--- src/rtl/arc4_crack_ctrl.sv ---
// ---------------------------------------------------------------------------
// arc4_crack_ctrl
//   Brute-force key-search controller.  Sweeps an inclusive key range
//   [key_lo, key_hi] across NCH arc4 decrypt channels in lock-step batches.
//   After each batch it samples the live channels' plaintext-valid flags.
//   It stops on the lowest-index hit, or when the range is exhausted.
//
//   Optional feature macro: ARC4_CRACK_PERF_EN
//     When defined, adds o_cycles, a saturating 32-bit count of cycles with
//     o_rdy=0.  The count is cleared on each accepted start.
//
// Ports
//   i_clk      system clock (rising edge)
//   i_rst_n    asynchronous active-low reset
//   i_en       start request, accepted only while o_rdy=1
//   o_rdy      controller idle / result valid
//   i_key_lo   first key of range (sampled on accepted i_en)
//   i_key_hi   last key of range, inclusive (sampled on accepted i_en)
//   o_ch_en    per-channel one-cycle start pulse
//   o_ch_key   channel i key at [i*KEY_W +: KEY_W], held until completion
//   i_ch_rdy   per-channel idle/done
//   i_ch_ok    per-channel plaintext valid (meaningful while i_ch_rdy=1)
//   o_found    last search hit
//   o_key      hit key (0 if no hit)
//   o_cycles   (ARC4_CRACK_PERF_EN only) busy-cycle count
// ---------------------------------------------------------------------------

// Per-channel key generation: key = base + LANE.
// The channel is live when that key is still inside the range.  The compare
// uses one extra bit, so a batch near the top of the key space cannot wrap
// back to 0.
module arc4_crack_lane #(
    parameter int KEY_W = 24,
    parameter int LANE  = 0
) (
    input  logic [KEY_W-1:0] i_base,
    input  logic [KEY_W-1:0] i_hi,
    output logic [KEY_W-1:0] o_key,
    output logic             o_live
);
    logic [KEY_W:0] w_sum;

    assign w_sum  = {1'b0, i_base} + (KEY_W+1)'(LANE);
    assign o_key  = w_sum[KEY_W-1:0];
    assign o_live = (w_sum <= {1'b0, i_hi});
endmodule

module arc4_crack_ctrl #(
    parameter int KEY_W = 24,
    parameter int NCH   = 2
) (
    input  logic                 i_clk,
    input  logic                 i_rst_n,
    input  logic                 i_en,
    output logic                 o_rdy,
    input  logic [KEY_W-1:0]     i_key_lo,
    input  logic [KEY_W-1:0]     i_key_hi,
    output logic [NCH-1:0]       o_ch_en,
    output logic [NCH*KEY_W-1:0] o_ch_key,
    input  logic [NCH-1:0]       i_ch_rdy,
    input  logic [NCH-1:0]       i_ch_ok,
    output logic                 o_found,
    output logic [KEY_W-1:0]     o_key
`ifdef ARC4_CRACK_PERF_EN
    ,
    output logic [31:0]          o_cycles
`endif
);
    typedef enum logic [2:0] {
        S_IDLE,
        S_LAUNCH,
        S_GAP,
        S_WAIT,
        S_CHECK
    } state_t;

    typedef struct packed {
        logic [KEY_W-1:0] base;
        logic [KEY_W-1:0] hi;
    } range_t;

    state_t                      r_state, w_state_d;
    range_t                      r_rng, w_rng_d;
    logic [NCH-1:0][KEY_W-1:0]   r_ch_key;
    logic [NCH-1:0]              r_live;
    logic                        r_found;
    logic [KEY_W-1:0]            r_key;

    logic [NCH-1:0][KEY_W-1:0]   w_lane_key;
    logic [NCH-1:0]              w_lane_live;
    logic [NCH-1:0]              w_hits;
    logic [KEY_W-1:0]            w_hit_key;
    logic                        w_last;
    logic                        w_load;
    logic                        w_accept;
    logic                        w_done_hit;
    logic                        w_done_miss;

    // The lanes look at the *next* base.  This lets channel keys and the
    // live mask be registered on the edge that enters LAUNCH.  They are then
    // already valid during the start pulse.
    for (genvar g = 0; g < NCH; g++) begin : g_lane
        arc4_crack_lane #(
            .KEY_W (KEY_W),
            .LANE  (g)
        ) u_lane (
            .i_base (w_rng_d.base),
            .i_hi   (w_rng_d.hi),
            .o_key  (w_lane_key[g]),
            .o_live (w_lane_live[g])
        );
    end

    assign w_hits = i_ch_ok & r_live;
    assign w_last = ({1'b0, r_rng.base} + (KEY_W+1)'(NCH)) > {1'b0, r_rng.hi};

    // Lowest-index hit wins: scan from the top so that lower lanes overwrite.
    always_comb begin
        w_hit_key = '0;
        for (int i = NCH-1; i >= 0; i--) begin
            if (w_hits[i]) w_hit_key = r_ch_key[i];
        end
    end

    always_comb begin
        w_state_d   = r_state;
        w_rng_d     = r_rng;
        w_load      = 1'b0;
        w_accept    = 1'b0;
        w_done_hit  = 1'b0;
        w_done_miss = 1'b0;
        case (r_state)
            S_IDLE: begin
                if (i_en) begin
                    w_accept     = 1'b1;
                    w_rng_d.base = i_key_lo;
                    w_rng_d.hi   = i_key_hi;
                    if (i_key_lo <= i_key_hi) begin
                        w_load    = 1'b1;
                        w_state_d = S_LAUNCH;
                    end
                end
            end
            S_LAUNCH: w_state_d = S_GAP;
            // Channels drop rdy only the cycle after their start pulse.
            S_GAP:    w_state_d = S_WAIT;
            S_WAIT: begin
                if ((i_ch_rdy & r_live) == r_live) w_state_d = S_CHECK;
            end
            S_CHECK: begin
                if (|w_hits) begin
                    w_done_hit = 1'b1;
                    w_state_d  = S_IDLE;
                end else if (w_last) begin
                    w_done_miss = 1'b1;
                    w_state_d   = S_IDLE;
                end else begin
                    w_rng_d.base = r_rng.base + KEY_W'(NCH);
                    w_load       = 1'b1;
                    w_state_d    = S_LAUNCH;
                end
            end
            default: w_state_d = S_IDLE;
        endcase
    end

    always_ff @(posedge i_clk or negedge i_rst_n) begin
        if (!i_rst_n) begin
            r_state  <= S_IDLE;
            r_rng    <= '0;
            r_ch_key <= '0;
            r_live   <= '0;
            r_found  <= 1'b0;
            r_key    <= '0;
        end else begin
            r_state <= w_state_d;
            r_rng   <= w_rng_d;
            if (w_load) begin
                r_ch_key <= w_lane_key;
                r_live   <= w_lane_live;
            end
            if (w_accept || w_done_miss) begin
                r_found <= 1'b0;
                r_key   <= '0;
            end else if (w_done_hit) begin
                r_found <= 1'b1;
                r_key   <= w_hit_key;
            end
        end
    end

    // The start pulse is decoded from the state register.  It therefore
    // falls as soon as reset asserts.
    assign o_ch_en  = (r_state == S_LAUNCH) ? r_live : '0;
    assign o_ch_key = r_ch_key;
    assign o_rdy    = (r_state == S_IDLE);
    assign o_found  = r_found;
    assign o_key    = r_key;

`ifdef ARC4_CRACK_PERF_EN
    logic [31:0] r_cycles;

    always_ff @(posedge i_clk or negedge i_rst_n) begin
        if (!i_rst_n) begin
            r_cycles <= '0;
        end else if (w_accept) begin
            r_cycles <= '0;
        end else if (r_state != S_IDLE && r_cycles != 32'hFFFF_FFFF) begin
            r_cycles <= r_cycles + 32'd1;
        end
    end

    assign o_cycles = r_cycles;
`endif
endmodule

--- config.mk ---
export PLATFORM = sky130hd
export DESIGN_NAME = arc4_crack_ctrl
export DESIGN_NICKNAME = d
export VERILOG_FILES = /design/src/rtl/arc4_crack_ctrl.sv
export SDC_FILE = /design/constraint.sdc
export NUM_CORES = 1
export LEC_CHECK = 0
export ABC_AREA = 1
export CORE_MARGIN = 2
export CORE_UTILIZATION = 53
export DETAILED_ROUTE_END_ITERATION = 7
export GPL_ROUTABILITY_DRIVEN = 0
export PLACE_DENSITY = 0.77
export REMOVE_ABC_BUFFERS = 1
export SETUP_SLACK_MARGIN = 0.3
export SLEW_MARGIN = 20
export SYNTH_ARGS = -nofsm -noshare
export SYNTH_HDL_FRONTEND = slang
export SYNTH_SLANG_ARGS = --single-unit
--- constraint.sdc ---
create_clock -name i_clk -period 10.8 [get_ports i_clk]
set_input_delay 1.08 -clock i_clk [delete_from_list [all_inputs] [get_ports i_clk]]
set_output_delay 1.08 -clock i_clk [all_outputs]
set_load 0.02 [all_outputs]
==> impl_results.md, run 1 <==
- Initial Util: around 54%
- Share of layout cells above drive strength 1: 7.80%
- Final Cell Area: about 0.012 mm^2
- Slowest stage cell on the critical path: dfrtp_1
- Number of buffers created by CTS: 17
- Final non-filler cell total: about 1,700
- Worst VDD drop: about 0.23 mV
- Synth unique cells: 46
- WHS Path Cells: 2
- Die H: 138 um
- Inst Count DP: approximately 1,600
- Fin crit period: ~6.4 ns
- Antenna violations before repair: 0
- Worst-path clk slew: 0.06 ns
- Crit Path Max Fanout: 31
- WP data required: 11.16 ns
- ANT nets after route: 0
- Crit path top cell by count: nand2_1
- Hold Path End: o_key[12]
- FF+latch area: about 0.0032 mm^2
- Hold crit path type: reg -> reg
- Synthesis Warnings: 0
- Final Hold Viols: 0
- WL per Instance: around 17 um
- Commonest non-fill, non-tap cell in the layout: nand2_1
- Largest net degree at the start of global routing: 75
- Worst setup EP type: flop
- NumNets Final: ~1,600
- Grt total ovfl: 0
- Area leader, netlist: dfrtp_1
- Post-CTS Hold Fix Bufs: 0
- Outcome: completed
- Ant diodes: 0
- Pwr dens: 347 mW/mm^2
- Area grow syn2layout: 22.6%
- Bufs on Longest Clock Path: 2
- Setup_tns: 0 ns
- Ys flop type: dfrtp_1
- Number of synthesized flops with an enable pin: 0
- First-pass GRT wire length: around 46 mm
- CP Launch Type: flop
- Max_cap viols: 0
- Leakage power: around 0.0059 uW
- Placed Area: approximately 0.011 mm^2
- Clk Tree Root Cell: clkbuf_16
- All-Layer GR Usage: around 30%
- CTS tree: built
- Sequential-to-total area share from yosys stat: between 30% and 40%
- CP max stage delay: 0.42 ns
- Vias per inst: ~5.6
- Post-synth top area share: 33.0%
- H-tree Lvls: 4
- WL final: about 29 mm
- CTS resizes: 0
- I/O pin cnt: about 130
- Least-Margin Pin Slew: around 1.2 ns
- Iteration-0 DRC count of the detailed router: ~860
- Number of fill cells: 1,502
- Post-synthesis mux area share: 0%
- Die area: approximately 0.019 mm^2
- Period Utilization, post-route: approximately 60%
- Reg2Reg Setup Slack: 4.38 ns
- Synth Area in Compound Gates: between 10% and 20%
- Synthesized instance count: 1,316
- Main combinational cell family by area after synthesis: simple AND/OR/NAND/NOR gates
- Area occupied by multi-input gates: 0.00544 mm^2
- Router iterations before antenna repair: 6
- DP HPWL: around 22 mm
- CP Data Arrival Time: 6.78 ns
- Async set-reset flop share out of synthesis: 100%
- Register bit total from synthesis: around 130
- RSZ-0062 raised after global routing: false
- Mapped Area: ~0.0096 mm^2
- XOR/XNOR Fraction of Synth Area: approximately 2.6%
- Commonest cells after routing, fill and taps aside: nand2_1, inv_1, o21ai_0
- R2R Path Start: r_rng[26]
- Clock sinks: between 100 and 150
- Fmax: between 150 and 200 MHz
- Simple-gate area share of the yosys netlist: between 20 and 30%
- Vias in the first global route: between 8,000 and 9,000
- FF-to-FF End: r_live[1]
- Kind of critical path: reg -> reg
- Drt drc: 0
- Largest cells by area after synthesis: dfrtp_1, ha_1, nand2_1
- Die width: about 140 um
- Max-Slew Margin vs Limit: 19.6%
- Skew-Pair Late Insertion Delay: 0.42 ns
- Post-CTS setup repair buffer count: 0
- Max Slew Vio Count: 0
- Port buffer count: 130
- Cell Rows: 49
- Core Region: between 0.015 and 0.02 mm^2
- Final setup viols: 0
- Post-Syn Area per Cell: ~7.3 um^2
- Via count: approximately 9,400
- Final Skew: ~0.0068 ns
- Reg2Reg Depth: 35
- Adder-Cell Fraction of Synth Area: roughly an eighth
- Hold Path Origin: o_key[12]
## per-layer routing
layer / GRT usage [%] / vias to the layer above / part of all wire [%]
li1: - / 4536 / -
met1: 39.6 / 4454 / 43
met2: 49.6 / 371 / 47
met3: 5.47 / 59 / 6.9
met4: 11.0 / 0 / 3.1
met5: 0 / - / 0
## worst max path at each step
stage	slack, ns	end	startpoint
floorplan	5.53	r_live[1]	i_en
global placement	4.90	r_live[1]	r_rng[26]
detailed placement	4.67	r_live[1]	r_rng[26]
CTS	4.53	r_live[1]	r_rng[26]
global route	3.93	r_live[1]	r_rng[26]
finish	4.38	r_live[1]	r_rng[26]
## state kept, by name, indices dropped and copies added (netlist names)
register and count:
o_found 1, r_state 3, r_rng 48, o_ch_key 48
o_key 24, r_live 2
## cell families (layout without fill, tap and decap cells)
| family | Yosys count | after routing |
|---|---|---|
| AOI/OAI and AO/OA | 227 | 227 |
| xor gates and xnor gates | 25 | 25 |
| adders and majority gates | 98 | 98 |
| buffers and inverters | 252 | 384 |
| DFF | 126 | 126 |
| and+or+nand+nor | 588 | 588 |
## final cells by class
| class | instances | area share [%] |
|---|---|---|
| multi-input combinational | 938 | 46.4 |
| sequential | 126 | 26.9 |
| timing repair buffer | 143 | 12.1 |
| inverter | 209 | 6.70 |
| clock buffer | 17 | 3.63 |
| tap | 229 | 2.45 |
| clock inverter | 15 | 1.80 |
## stage by stage
step	util, %	power (uW)	setup slack, ns	hold slack (ns)
floorplan	-	2500	5.53	0.471
global placement	61.9	3290	4.90	0.491
detailed placement	61.9	3350	4.67	0.497
CTS	65.5	4010	4.53	0.512
global route	65.7	4390	3.93	0.542
finish	65.7	4060	4.38	0.511
## report_power, final
| part | internal, uW | switching, uW | leakage (uW) | total [uW] |
|---|---|---|---|---|
| clock | 390 | 236 | 0.000302 | 627 |
| combinational | 897 | 1680 | 0.00400 | 2580 |
| sequential | 680 | 176 | 0.00155 | 857 |
## Yosys cell counts (5+ instances only)
library cell,n
a221oi_1,10
or2_2,8
nand3_1,72
o21ai_0,131
xor2_1,18
buf_2,9
a21oi_1,58
o21ai_1,5
nand4_1,46
nand2_4,5
inv_1,204
dfrtp_1,126
and2_1,10
nor2_1,75
buf_1,6
clkbuf_1,26
nor3_1,10
ha_1,98
nand2_1,311
nand2_2,18
nor2_4,14
nor2_2,10
## critical path, delay by kind of cell, from the launching register on
| kind | cells | cell delay (ns) |
|---|---|---|
| buf+inv | 3 | 0.32 |
| fa+ha+maj | 3 | 0.80 |
| simple gates | 26 | 4.37 |
| xor+xnor | 1 | 0.14 |
| flops | 1 | 0.42 |
| compound gates | 2 | 0.29 |
No activity file was read; power rests on OpenSTA's default activity.
==> inputs of run 2 (changes only) <==
==> constraint.sdc (replaced) <==
create_clock -name i_clk -period 5.99 [get_ports i_clk]
set_input_delay 0.599 -clock i_clk [delete_from_list [all_inputs] [get_ports i_clk]]
set_output_delay 0.599 -clock i_clk [all_outputs]
set_load 0.02 [all_outputs]
==> run 2 against run 1 <==
- critical path depth fell by 3
- routed wire length up 4.5%
- largest cell class unchanged
- setup slack worse by 3.9 ns
- non-clock buffer count rose by 14
- final cell count is 0.89% higher
- highest routed layer unchanged
==> impl_results.md, run 2 (synthesis gave the netlist of run 1 again) <==
- Die width: 138 um (unchanged)
- Pwr dens: 629 mW/mm^2 (+82%)
- Number of buffers created by CTS: 17 (unchanged)
- CTS tree: built
- Cell Rows: 49 (unchanged)
- Skew-Pair Late Insertion Delay: 0.43 ns (about the same)
- First-pass GRT wire length: 47.8 mm (+3.7%)
- Post-CTS Hold Fix Bufs: 0 (unchanged)
- Crit path top cell by count: nand3_1
- Area grow syn2layout: 25.7%
- Max-Slew Margin vs Limit: 31.6% (+12 points)
- Outcome: completed
- Bufs on Longest Clock Path: 2 (unchanged)
- Core Region: 0.0178 mm^2 (unchanged)
- Sw frac: 51.8% (+0.30 points)
- Hold crit path type: in -> async
- Reg power frac: 20.6% (-0.5 points)
- Dpl ws: 0.207 ns (-4.46 ns)
- Max_cap viols: 0 (unchanged)
- Placed Area: 0.0111 mm^2 (+0.38%)
- Share of layout cells above drive strength 1: 10.9% (+3.1 points)
- WL per Instance: 17.7 um (+3.5%)
- Router iterations before antenna repair: 8 (+2)
- Final Worst Setup Slack: 0.521 ns (-3.86 ns)
- Die H: 138 um (unchanged)
- Least-Margin Pin Slew: 1.01 ns (-0.178 ns)
- H-tree Lvls: 4 (unchanged)
- Port buffer count: 130 (unchanged)
- ANT nets after route: 0 (unchanged)
- Worst-path clk slew: 0.06 ns (about the same)
- Final Cell Area: 0.0120 mm^2 (+2.5%)
- Kind of critical path: reg -> reg
- Max Slew Vio Count: 0 (unchanged)
- Number of fill cells: 1,521 (+1.3%)
- Initial Util: 53.6% (unchanged)
- Final Skew: 0.00567 ns (-0.00118 ns)
- Combinational Power Share: 64.9% (+1.4 points)
- RSZ-0062 raised after global routing: false
- Period Utilization, post-route: 91.3% (+32 points)
- Largest net degree at the start of global routing: 74 (-1.3%)
- Ant diodes: 0 (unchanged)
- CP Launch Type: flop
- Commonest cells after routing, fill and taps aside: nand2_1, inv_1, clkdlybuf4s50_1
- All-Layer GR Usage: 31.0% (+1.1 points)
- Final setup viols: 0 (unchanged)
- CP Data Arrival Time: 5.84 ns (-0.94 ns)
- Setup_tns: 0 ns (unchanged)
- Fin crit period: 5.47 ns (-0.953 ns)
- Grt total ovfl: 0 (unchanged)
- Commonest non-fill, non-tap cell in the layout: nand2_1
- Clock power frac: 14.6% (-0.8 points)
- I/O pin cnt: 131 (unchanged)
- Final Hold Viols: 0 (unchanged)
- Antenna violations before repair: 0 (unchanged)
- Worst setup EP type: flop
- FF+latch area: 0.00316 mm^2 (+0.16%)
- Iteration-0 DRC count of the detailed router: 878 (+2.3%)
- Vias per inst: 5.73 (+2.0%)
- DP HPWL: 22.3 mm (+3.6%)
- Crit Path Max Fanout: 7 (-77%)
- Die area: 0.0191 mm^2 (unchanged)
- Inst Count DP: 1,648 (+0.24%)
- Final non-filler cell total: 1,692 (+0.89%)
- Vias in the first global route: 9,152 (+3.5%)
- Sw power: 3920 uW (+87%)
- NumNets Final: 1,603 (+0.94%)
- Fmax: 183 MHz (+17%)
- WL final: 29.9 mm (+4.5%)
- Area occupied by multi-input gates: 0.00563 mm^2 (+3.5%)
- WP data required: 6.36 ns (-4.80 ns)
- Via count: 9,695 (+2.9%)
- Internal power: 3640 uW (+85%)
- Leakage power: 0.00592 uW (+1.1%)
- Clock sinks: 126 (unchanged)
- Drt drc: 0 (unchanged)
- Worst VDD drop: 0.417 mV (+83%)
- Slowest stage cell on the critical path: dfrtp_1
- CP max stage delay: 0.40 ns (-0.02 ns)
- Overall power: 7560 uW (+86%)
- Clk Tree Root Cell: clkbuf_16
-- run 2: routing by layer --
layer	track usage [%]	wire length, um	up-vias
li1	-	-	4578
met1	41.9	12600	4551
met2	49.9	13800	468
met3	4.61	2300	98
met4	13.8	1200	0
met5	0	0	-
-- run 2: per-stage QoR --
stage | hold slack (ns) | util (%)
finish | 0.340 | 67.3
global route | 0.418 | 67.3
CTS | 0.378 | 65.8
detailed placement | 0.500 | 62.2
global placement | 0.485 | 62.2
floorplan | 0.303 | -
-- run 2: area by class of cell --
type	count	area share, %
clock inverter	12	1.34
inverter	209	6.53
timing repair buffer	157	12.8
sequential	126	26.3
multi-input combinational	939	46.9
clock buffer	20	3.80
tap	229	2.39
-- run 2: power groups by stage --
stage	Combinational (uW)	Clock (uW)	Sequential (uW)
final	4910	1100	1550
after global routing	5440	1140	1600
after CTS	4620	1100	1530
after detailed placement	4550	0	1550
after global placement	4440	0	1540
after floorplan	2800	0	1700
-- run 2: repair_timing --
action | in CTS | in global routing
setup buffers | 2 | 9
endpoints found under the setup margin | 1 | 2
gates resized for setup | 3 | 48
gates cloned | 0 | 1
endpoints found under the hold margin | 0 | 0
pin swaps | 0 | 23
-- run 2: worst paths after layout --
path,startpoint,endpoint,slack (ns),cells after the start
worst max register to register,r_rng[26],r_live[1],0.52,32
worst max-delay path,r_rng[26],r_live[1],0.52,32
max in group asynchronous,i_rst_n,o_ch_key[8],4.36,2
worst min-delay path,i_rst_n,r_rng[11],0.34,1
min in group i_clk,o_found,o_found,0.51,2
worst min register to register,o_found,o_found,0.51,2
-- run 2: worst max-delay path: cells and delay by family (launching register included) --
kind | cells | cell delay (ns)
flip-flops | 1 | 0.40
AND/OR/NAND/NOR | 21 | 3.24
adder cells (fa/ha/maj) | 2 | 0.58
XOR/XNOR | 1 | 0.12
buffers and inverters | 3 | 0.32
AO/OA/AOI/OAI | 5 | 0.72
==> inputs of run 3 (changes only) <==
--- a/config.mk
+++ b/config.mk
@@ -9,8 +9,9 @@
 export CORE_MARGIN = 2
 export CORE_UTILIZATION = 53
 export DETAILED_ROUTE_END_ITERATION = 7
+export DONT_BUFFER_PORTS = 1
 export GPL_ROUTABILITY_DRIVEN = 0
-export PLACE_DENSITY = 0.77
+export PLACE_DENSITY = 0.67
 export REMOVE_ABC_BUFFERS = 1
 export SETUP_SLACK_MARGIN = 0.3
 export SLEW_MARGIN = 20
==> run 3 against run 2 <==
- routed wire length is 1.9% lower
- first-iteration DRC count is 1.3% lower
- setup slack worse by 0.12 ns
- fmax is 2.1% lower
- largest cell class unchanged
- total power is 3.4% lower
- count of clock-buffer cells in the layout is 2 lower
- largest power group unchanged
==> impl_results.md, run 3 (synthesis gave the netlist of run 1 again) <==
- Outcome: completed
- Antenna violations before repair: 0 (unchanged)
- Crit Path Max Fanout: 9 (+2)
- Max-Slew Margin vs Limit: 31.3% (-0.30 points)
- Final setup viols: 0 (unchanged)
- Worst setup EP type: flop
- Hold crit path type: in -> async
- Die width: 138 um (unchanged)
- Core Region: 0.0178 mm^2 (unchanged)
- Sw power: 3920 uW (about the same)
- Max Slew Vio Count: 0 (unchanged)
- Clock power frac: 14.3% (-0.3 points)
- CTS tree: built
- ANT nets after route: 0 (unchanged)
- Final Hold Viols: 0 (unchanged)
- I/O pin cnt: 131 (unchanged)
- Die H: 138 um (unchanged)
- CP Data Arrival Time: 5.95 ns (+0.11 ns)
- Leakage power: 0.00560 uW (-5.4%)
- Reg power frac: 24.8% (+4.2 points)
- Placed Area: 0.00985 mm^2 (-11%)
- CP max stage delay: 0.48 ns (+0.08 ns)
- Sw frac: 53.6% (+1.8 points)
- DP HPWL: 21.6 mm (-3.0%)
- Number of fill cells: 1,593 (+4.7%)
- Clock sinks: 126 (unchanged)
- Fin crit period: 5.59 ns (+0.117 ns)
- NumNets Final: 1,499 (-6.5%)
- WP data required: 6.35 ns (about the same)
- Dpl ws: 0.164 ns (-0.0428 ns)
- WL per Instance: 18.5 um (+4.5%)
- Final Skew: 0.00694 ns (+0.00128 ns)
- Pwr dens: 663 mW/mm^2 (+5.3%)
- Area grow syn2layout: 15.4%
- Skew-Pair Late Insertion Delay: 0.43 ns (about the same)
- Internal power: 3390 uW (-7.0%)
- Final Cell Area: 0.0110 mm^2 (-8.2%)
- Cell Rows: 49 (unchanged)
- Worst-path clk slew: 0.06 ns (about the same)
- Commonest cells after routing, fill and taps aside: nand2_1, inv_1, o21ai_0
- Largest net degree at the start of global routing: 127 (+72%)
- Commonest non-fill, non-tap cell in the layout: nand2_1
- Ant diodes: 0 (unchanged)
- All-Layer GR Usage: 30.3% (-0.71 points)
- First-pass GRT wire length: 45.9 mm (-3.9%)
- RSZ-0062 raised after global routing: true
- Final Worst Setup Slack: 0.404 ns (-0.117 ns)
- H-tree Lvls: 4 (unchanged)
- Kind of critical path: reg -> reg
- CP Launch Type: flop
- Buf+Inv Stages, Crit Path: 3 (unchanged)
- Worst VDD drop: 0.370 mV (-11%)
- Final non-filler cell total: 1,588 (-6.1%)
- Setup_tns: 0 ns (unchanged)
- Slowest stage cell on the critical path: or4_4
- Share of layout cells above drive strength 1: 14.9% (+4.0 points)
- Number of buffers created by CTS: 17 (unchanged)
- Fmax: 179 MHz (-2.1%)
- Initial Util: 53.6% (unchanged)
- Least-Margin Pin Slew: 1.02 ns (+0.00449 ns)
- Inst Count DP: 1,527 (-7.3%)
- Grt total ovfl: 0 (unchanged)
- Clk Tree Root Cell: clkbuf_16
- Router iterations before antenna repair: 6 (-2)
- Overall power: 7300 uW (-3.4%)
- Max_cap viols: 0 (unchanged)
- Via count: 9,005 (-7.1%)
- Port buffer count: 0 (-100%)
- Vias per inst: 5.67 (-1.0%)
- Delay-heaviest family, CP: simple AND/OR/NAND/NOR gates
- Period Utilization, post-route: 93.3% (+2.0 points)
- Bufs on Longest Clock Path: 2 (unchanged)
- Combinational Power Share: 60.9% (-4.0 points)
- WL final: 29.3 mm (-1.9%)
- Die area: 0.0191 mm^2 (unchanged)
- Iteration-0 DRC count of the detailed router: 867 (-1.3%)
- Vias in the first global route: 8,600 (-6.0%)
- Drt drc: 0 (unchanged)
- Crit path top cell by count: nand2_1
==> run 3: cell count changes in the layout (fill, tap and decap cells not counted), sizes merged <==
| cell | change |
|---|---|
| clkdlybuf4s50 | -129 |
| buf | +24 |
| inv | +4 |
| bufinv | -1 |
| clkbuf | -1 |
| clkinvlp | -1 |
==> run 3: path summary, 6_finish.rpt <==
path,startpoint,to,slack (ns),cells after the start
min in group i_clk,i_key_hi[0],r_rng[0],0.38,2
min,i_rst_n,r_rng[10],0.11,1
min reg2reg,r_live[0],r_live[0],0.54,2
max reg2reg,r_rng[34],r_live[1],0.40,32
max in group asynchronous,i_rst_n,r_rng[25],5.27,1
max,r_rng[34],r_live[1],0.40,32
==> run 3: worst register-to-register path: cells and delay by family, from the launching register on <==
| kind | cells | cell delay (ns) |
|---|---|---|
| compound gates | 2 | 0.26 |
| buf+inv | 3 | 0.26 |
| fa+ha+maj | 2 | 0.54 |
| simple gates | 25 | 4.00 |
| flops | 1 | 0.46 |
==> run 3: area by class of cell <==
type | instances | area (um^2) | area share [%]
Tap cell | 229 | 287 | 2.60
Clock inverter | 14 | 155 | 1.41
Multi-Input combinational cell | 939 | 5750 | 52.2
Sequential cell | 126 | 3160 | 28.7
Clock buffer | 18 | 429 | 3.89
Timing Repair Buffer | 53 | 452 | 4.10
Inverter | 209 | 790 | 7.16
==> run 3: metal layers <==
metal / GRT usage, % / routed length (um)
met5: 0 / 0
met1: 40.2 / 12300
met2: 48.2 / 13400
met3: 7.83 / 2560
met4: 11.2 / 1030
==> run 3: what timing repair did <==
item                       CTS  global route
setup buffers                1            25
hold buffers                 1             0
setup endpoints to repair    1             2
hold endpoints to repair   126             0
pin swaps                    1            41
gates cloned                 0             2
gates resized for setup      3            80
==> run 3: power groups by stage <==
stage	Sequential (uW)	Combinational [uW]	Clock [uW]
after floorplan	1700	2800	0
after global placement	1810	3850	0
after detailed placement	1810	3910	0
after CTS	1790	3980	1050
after global routing	1860	4990	1100
final	1810	4450	1040
==> run 3: per-stage QoR <==
stage / hold slack (ns) / util [%]
2_1_floorplan: 0.303 / -
3_3_place_gp: 0.310 / 55.2
3_5_place_dp: 0.311 / 55.2
4_1_cts: 0.189 / 58.7
5_1_grt: 0.185 / 61.8
6_report: 0.112 / 61.8
